--- config.mk ---
export PLATFORM = sky130hd
export DESIGN_NAME = dmem_responder_flat
export DESIGN_NICKNAME = d
export VERILOG_FILES = /design/src/rtl/dmem_pkg.sv /design/src/rtl/dmem_responder_if.sv /design/src/rtl/dmem_array.sv /design/src/rtl/dmem_responder.sv /design/src/flat_wrapper.sv
export SDC_FILE = /design/constraint.sdc
export NUM_CORES = 2
export LEC_CHECK = 0
export BUFFER_PORTS_ARGS = -buffer_cell sky130_fd_sc_hd__clkbuf_2
export CAP_MARGIN = 20
export CORE_UTILIZATION = 60
export DETAILED_ROUTE_END_ITERATION = 6
export GPL_ROUTABILITY_DRIVEN = 0
export PLACE_DENSITY = 0.74
export SETUP_SLACK_MARGIN = 0.15
export SLEW_MARGIN = 20
export SYNTH_ARGS = -nofsm -noshare
export SYNTH_HDL_FRONTEND = slang
export SYNTH_SLANG_ARGS = --single-unit
--- constraint.sdc ---
create_clock -name clk -period 3.43 [get_ports clk]
set_input_delay 0.343 -clock clk [delete_from_list [all_inputs] [get_ports clk]]
set_output_delay 0.343 -clock clk [all_outputs]
set_load 0.01 [all_outputs]
--- src/rtl/dmem_pkg.sv ---
// Shared types for the data-memory responder: FSM states and the latched request record.
package dmem_pkg;

    typedef enum logic [1:0] {
        IDLE = 2'd0,
        WAIT = 2'd1,
        RESP = 2'd2
    } dmem_state_t;

    localparam int WORD_BYTES = 4;

    typedef struct packed {
        logic                  we;
        logic [31:0]           addr;
        logic [31:0]           wdata;
        logic [WORD_BYTES-1:0] be;
    } dmem_req_t;

endpackage

--- src/rtl/dmem_responder_if.sv ---
// Load/store request and response bundle between the MEM stage (master) and the responder (slave).
interface dmem_responder_if;
    import dmem_pkg::*;

    logic                  req_valid;
    logic                  req_ready;
    logic                  req_we;
    logic [31:0]           req_addr;
    logic [31:0]           req_wdata;
    logic [WORD_BYTES-1:0] req_be;
    logic                  rsp_valid;
    logic [31:0]           rsp_rdata;
    logic                  rsp_err;
    logic                  busy;

    modport master (
        output req_valid, req_we, req_addr, req_wdata, req_be,
        input  req_ready, rsp_valid, rsp_rdata, rsp_err, busy
    );

    modport slave (
        input  req_valid, req_we, req_addr, req_wdata, req_be,
        output req_ready, rsp_valid, rsp_rdata, rsp_err, busy
    );
endinterface

--- src/rtl/dmem_array.sv ---
// Word array with synchronous byte-enabled write and asynchronous read; contents are never reset.
module dmem_array
    import dmem_pkg::*;
#(
    parameter  int DEPTH_WORDS = 64,
    localparam int AW          = $clog2(DEPTH_WORDS)
) (
    input  logic                  clk,
    input  logic                  i_we,
    input  logic [AW-1:0]         i_addr,
    input  logic [31:0]           i_wdata,
    input  logic [WORD_BYTES-1:0] i_be,
    output logic [31:0]           o_rdata
);

    logic [31:0] r_mem [DEPTH_WORDS];

    always_ff @(posedge clk) begin
        if (i_we) begin
            for (int i = 0; i < WORD_BYTES; i++) begin
                if (i_be[i]) begin
                    r_mem[i_addr][8*i +: 8] <= i_wdata[8*i +: 8];
                end
            end
        end
    end

    assign o_rdata = r_mem[i_addr];

endmodule

--- src/rtl/dmem_responder.sv ---
// MEM-stage data-memory responder: accepts one request, waits WAIT_CYCLES, performs the access
// and returns a one-cycle response.
//   state | meaning
//   IDLE  | no request outstanding, ready to accept
//   WAIT  | request latched, counting down wait states
//   RESP  | access done, response valid this cycle, may accept the next request
module dmem_responder
    import dmem_pkg::*;
#(
    parameter int DEPTH_WORDS = 64,
    parameter int WAIT_CYCLES = 2
) (
    input  logic             clk,
    input  logic             reset,
    dmem_responder_if.slave  bus
);

    localparam int         AW      = $clog2(DEPTH_WORDS);
    localparam logic [3:0] WAIT_LD = 4'(WAIT_CYCLES);

    dmem_state_t r_state;
    dmem_state_t w_next;
    logic [3:0]  r_cnt;
    dmem_req_t   r_req;
    logic [31:0] r_rsp_rdata;
    logic        r_rsp_err;

    dmem_req_t   w_in_req;
    dmem_req_t   w_acc;
    logic        w_ready;
    logic        w_accept;
    logic        w_fault;
    logic        w_enter_resp;
    logic        w_mem_we;
    logic [31:0] w_rdata;

    assign w_in_req = '{we:    bus.req_we,
                        addr:  bus.req_addr,
                        wdata: bus.req_wdata,
                        be:    bus.req_be};

    assign w_ready  = (r_state != WAIT);
    assign w_accept = bus.req_valid && w_ready;

    // Zero-wait requests are performed on their accept edge, before they are latched.
    assign w_acc        = (r_state == WAIT) ? r_req : w_in_req;
    assign w_fault      = (|w_acc.addr[1:0]) || (|w_acc.addr[31:AW+2]);
    assign w_enter_resp = (w_next == RESP);
    assign w_mem_we     = w_enter_resp && w_acc.we && !w_fault;

    always_comb begin
        w_next = r_state;
        case (r_state)
            IDLE, RESP: begin
                if (w_accept) begin
                    w_next = (WAIT_CYCLES == 0) ? RESP : WAIT;
                end else begin
                    w_next = IDLE;
                end
            end
            WAIT: begin
                if (r_cnt == 4'd1) begin
                    w_next = RESP;
                end
            end
            default: w_next = IDLE;
        endcase
    end

    always_ff @(posedge clk or negedge reset) begin
        if (!reset) begin
            r_state     <= IDLE;
            r_cnt       <= '0;
            r_req       <= '0;
            r_rsp_rdata <= '0;
            r_rsp_err   <= 1'b0;
        end else begin
            r_state <= w_next;
            if (w_accept) begin
                r_req <= w_in_req;
                r_cnt <= WAIT_LD;
            end else if (r_state == WAIT) begin
                r_cnt <= r_cnt - 4'd1;
            end
            if (w_enter_resp) begin
                r_rsp_err   <= w_fault;
                r_rsp_rdata <= (w_acc.we || w_fault) ? 32'd0 : w_rdata;
            end
        end
    end

    dmem_array #(
        .DEPTH_WORDS (DEPTH_WORDS)
    ) u_array (
        .clk     (clk),
        .i_we    (w_mem_we),
        .i_addr  (w_acc.addr[AW+1:2]),
        .i_wdata (w_acc.wdata),
        .i_be    (w_acc.be),
        .o_rdata (w_rdata)
    );

    assign bus.req_ready = w_ready;
    assign bus.rsp_valid = (r_state == RESP);
    assign bus.rsp_rdata = r_rsp_rdata;
    assign bus.rsp_err   = r_rsp_err;
    assign bus.busy      = (r_state == WAIT) || ((r_state == IDLE) && bus.req_valid);

endmodule

--- src/flat_wrapper.sv ---
// flat-port wrapper written by rule: the top's interface ports become plain ports
module dmem_responder_flat import dmem_pkg::*;
#(
    parameter int DEPTH_WORDS = 64,
    parameter int WAIT_CYCLES = 2
)
  (clk, reset, bus_req_valid, bus_req_we, bus_req_addr, bus_req_wdata, bus_req_be, bus_req_ready, bus_rsp_valid, bus_rsp_rdata, bus_rsp_err, bus_busy);
  dmem_responder_if bus_i ();
  input  logic clk;
  input  logic reset;
  input wire logic [$bits(bus_i.req_valid)-1:0] bus_req_valid;
  input wire logic [$bits(bus_i.req_we)-1:0] bus_req_we;
  input wire logic [$bits(bus_i.req_addr)-1:0] bus_req_addr;
  input wire logic [$bits(bus_i.req_wdata)-1:0] bus_req_wdata;
  input wire logic [$bits(bus_i.req_be)-1:0] bus_req_be;
  output wire logic [$bits(bus_i.req_ready)-1:0] bus_req_ready;
  output wire logic [$bits(bus_i.rsp_valid)-1:0] bus_rsp_valid;
  output wire logic [$bits(bus_i.rsp_rdata)-1:0] bus_rsp_rdata;
  output wire logic [$bits(bus_i.rsp_err)-1:0] bus_rsp_err;
  output wire logic [$bits(bus_i.busy)-1:0] bus_busy;
  assign bus_i.req_valid = bus_req_valid;
  assign bus_i.req_we = bus_req_we;
  assign bus_i.req_addr = bus_req_addr;
  assign bus_i.req_wdata = bus_req_wdata;
  assign bus_i.req_be = bus_req_be;
  assign bus_req_ready = bus_i.req_ready;
  assign bus_rsp_valid = bus_i.rsp_valid;
  assign bus_rsp_rdata = bus_i.rsp_rdata;
  assign bus_rsp_err = bus_i.rsp_err;
  assign bus_busy = bus_i.busy;
  dmem_responder #(.DEPTH_WORDS(DEPTH_WORDS), .WAIT_CYCLES(WAIT_CYCLES)) u_core (.clk(clk), .reset(reset), .bus(bus_i));
endmodule
==> flow_metrics.py <==
metrics = {
    "outcome": {
        "status": "finished clean",
    },
    "critical_path": {
        "critPathCaptureType": "register",
        "max_stage_delay_ps": 430,
        "crit_chain": "nor2b_4 -> buf_4 -> inv_6 -> buf_4 -> a21oi_4 -> buf_12 -> buf_12 -> nand2_1 -> a32o_1 -> nor3_2 -> o221ai_1 -> o41ai_2",
        "reg2regPathDepth": 12,
        "cp-start-kind": "register",
        "crit_fanout": 49,
        "rrSetupSlack_ps": 60,
        "crit_arrival_ps": 4110,
        "required_ps": 4170,
        "rr_startpoint": "u_core.r_state[1]$_DFF_PN0_",
        "slowest_stage": "dfrtp_2",
        "worstSetupPathType": "register to register",
        "r2r-end": "u_core.bus.rsp_rdata[21]$_DFFE_PN0N_",
    },
    "run": {
        "maxCapViolCount": 0,
    },
    "routing": {
        "routedWlPerCell_um": 31.3,
        "drt-total-wl_um": 262000,
        "ant_nets": 0,
        "drtIter0Drc": 10200,
        "vias_per_cell": 6.90,
        "dr.pass1.iters": 7,
        "route.detailed.drc": 0,
        "vias": 57700,
    },
    "synthesis": {
        "syn_inst": 5622,
        "yosysWarnings": 0,
        "avgSynthCellArea_sq_um": 14.7,
        "ys_types": 60,
        "ys_ff_latch": 2156,
        "async_flop_share_pct": 5.01,
        "yosysSeqAreaShare_pct": 77.9,
        "mappedNetlistNets": 5696,
        "synth_edf_count": 2048,
        "synthFlopType": "edfxtp_1",
        "netlist_area_sq_mm": 0.0824,
    },
    "grt": {
        "grt_use_total_pct": 36.5,
        "grt_pass1_wl_um": 370000,
        "grt-ovfl-total": 0,
        "grt_max_degree": 65,
        "antenna_found_initial": 10,
        "grt_pass1_vias": 55400,
    },
    "timing": {
        "clock.fmax_mhz": 297,
        "setup_ws_ps": 62.7,
        "hold-worst-slack_ps": 61.8,
        "rsz0062_at_grt": "true",
        "fin_crit_sh_pct": 98.2,
        "skew_ps": 28.4,
        "worst_pin_slew_ps": 942,
        "maxSlewViolCount": 0,
        "hold_viol": 0,
        "relSlewSlack_pct": 37.2,
        "period_needed_ps": 3370,
        "finalSetupViolCount": 0,
        "fin_setup_tns_ps": 0,
    },
    "clock_network": {
        "path_clk_slew_ps": 70,
        "cts.path.max_buffers": 3,
        "cts_tree": "built",
        "htree_levels": 4,
        "cts_buffers": 203,
        "clock_latency_ps": 860,
        "cts_root_buffer": "clkbuf_16",
        "cts.sinks": 2156,
    },
    "placed_design": {
        "place_area_sq_mm": 0.0905,
        "portBuffers": 107,
        "dp_hpwl_um": 154000,
        "pre_cts_slack_ps": 30.2,
    },
    "finish": {
        "areaGrowthSynthToFinish_pct": 20.4,
        "post-route-util_pct": 73.0,
        "fin_area_sq_mm": 0.0993,
        "layout-drive-gt1-share_pct": 21.8,
        "multi_input_area_sq_mm": 0.0173,
        "fillers": 7831,
        "nets": 6463,
        "seq_area_sq_mm": 0.0642,
    },
    "hold_path": {
        "min_from": "bus_req_addr[2]",
        "min_path_cells": 3,
        "min_path_type": "primary input to register",
        "hold_end": "u_core.r_req[38]$_DFFE_PN0P_",
    },
    "die": {
        "dieArea_sq_mm": 0.139,
        "start_util_pct": 60.6,
        "num_io_pins": 108,
        "die_h_um": 373,
        "die_w_um": 373,
        "core_area_sq_mm": 0.136,
        "num_rows": 135,
    },
    "pwr": {
        "ir_drop_mv": 0.839,
        "leakage_uw": 0.0343,
        "power.density_mw_per_mm2": 928,
    },
}
## sequential cells by signal, indices dropped and copies added (netlist names)
signal                flops
u_core.bus.rsp_err        1
u_core.r_req             69
u_core.u_array.r_mem   2048
u_core.bus.rsp_rdata     32
u_core.r_state            2
u_core.r_cnt              4
## cell usage after synthesis (45+ instances only)
cell type | number | area, sq um
mux2_2 | 74 | 833
nor4_1 | 54 | 338
clkbuf_1 | 160 | 601
buf_1 | 74 | 278
o22ai_1 | 445 | 2780
edfxtp_1 | 2048 | 61500
dfrtp_1 | 108 | 2700
a21oi_1 | 242 | 1210
nor3_1 | 317 | 1590
a32o_1 | 45 | 450
a31oi_1 | 191 | 1190
nand3_1 | 222 | 1110
nor2_1 | 166 | 623
buf_2 | 154 | 771
nand2_1 | 999 | 3750
## repair_timing
item	in CTS	in global routing
pin swaps	1	15
cloned	6	13
hold endpoints to repair	138	0
hold buffers	68	0
resized for setup	17	100
setup buffers	15	27
setup endpoints to repair	129	1504
## logic make-up after synthesis
logic type | after synthesis | synth area share, %
AOI/OAI and AO/OA | 1109 | 8.73
muxes | 123 | 1.65
adders and majority gates | 2 | 0.0303
and+or+nand+nor | 1822 | 9.53
DFF | 2156 | 77.9
buffers and inverters | 410 | 2.18
## routing by layer
metal / GRT usage [%] / part of all wire (%) / vias to the layer above
met5: 0 / 0.054 / -
met4: 18.4 / 5.6 / 8
met3: 9.85 / 15 / 948
met2: 56.4 / 46 / 5178
met1: 48.1 / 33 / 28200
li1: - / - / 23400
## worst max-delay path by stage
stage                                 from                               endpoint  slack, ps  cells after the start
3_5_place_dp   u_core.r_state[1]$_DFF_PN0_   u_core.bus.rsp_rdata[16]$_DFFE_PN0N_         30                     11
2_1_floorplan  u_core.r_state[0]$_DFF_PN0_  u_core.u_array.r_mem[0][14]$_DFFE_PP_        270                     10
3_3_place_gp   u_core.r_state[1]$_DFF_PN0_   u_core.bus.rsp_rdata[12]$_DFFE_PN0N_         80                     10
4_1_cts        u_core.r_state[1]$_DFF_PN0_    u_core.bus.rsp_rdata[9]$_DFFE_PN0N_         60                      9
5_1_grt        u_core.r_state[1]$_DFF_PN0_   u_core.bus.rsp_rdata[20]$_DFFE_PN0N_          4                     13
6_report       u_core.r_state[1]$_DFF_PN0_   u_core.bus.rsp_rdata[21]$_DFFE_PN0N_         60                     12
## cells in the final DEF (no fill, tap or decap), types with 68 or more instances in the layout
cell type,n
nand3_1,219
dlygate4sd3_1,68
clkbuf_2,106
edfxtp_1,2048
dfrtp_1,106
buf_12,93
clkbuf_16,216
a31oi_1,181
o22ai_1,445
nor2_1,164
mux2_2,73
buf_4,657
nor3_1,290
nand2_1,954
a21oi_1,239
## through the flow
step           total power [uW]  std cells
2_1_floorplan             51300       5622
3_3_place_gp              65600       7837
3_5_place_dp              66400       7837
4_1_cts                   89300       8312
5_1_grt                   93800       8352
6_report                  92200       8354
## critical path, delay by kind of cell (launching register included)
kind                   cells  cell delay [ps]
and+or+nand+nor            3              780
AOI/OAI and AO/OA          4             1210
buffers and inverters      5              780
DFF                        1              430
## report_power, final
group,switching (uW),total (uW),internal [uW]
sequential,575,35300,34700
combinational,24400,34400,9950
clock,9950,22500,12600
## layout make-up
| class | instances | share of cell area (%) |
|---|---|---|
| Tap cell | 1781 | 2.25 |
| Sequential cell | 2156 | 64.7 |
| Timing Repair Buffer | 963 | 8.85 |
| Multi-Input combinational cell | 3057 | 17.4 |
| Inverter | 7 | 0.0391 |
| Clock buffer | 262 | 5.52 |
| Clock inverter | 124 | 1.21 |
| Timing Repair inverter | 1 | 0.00882 |
| Antenna cell | 3 | 0.00756 |
Note: power is estimated with default switching activity, not from simulation.
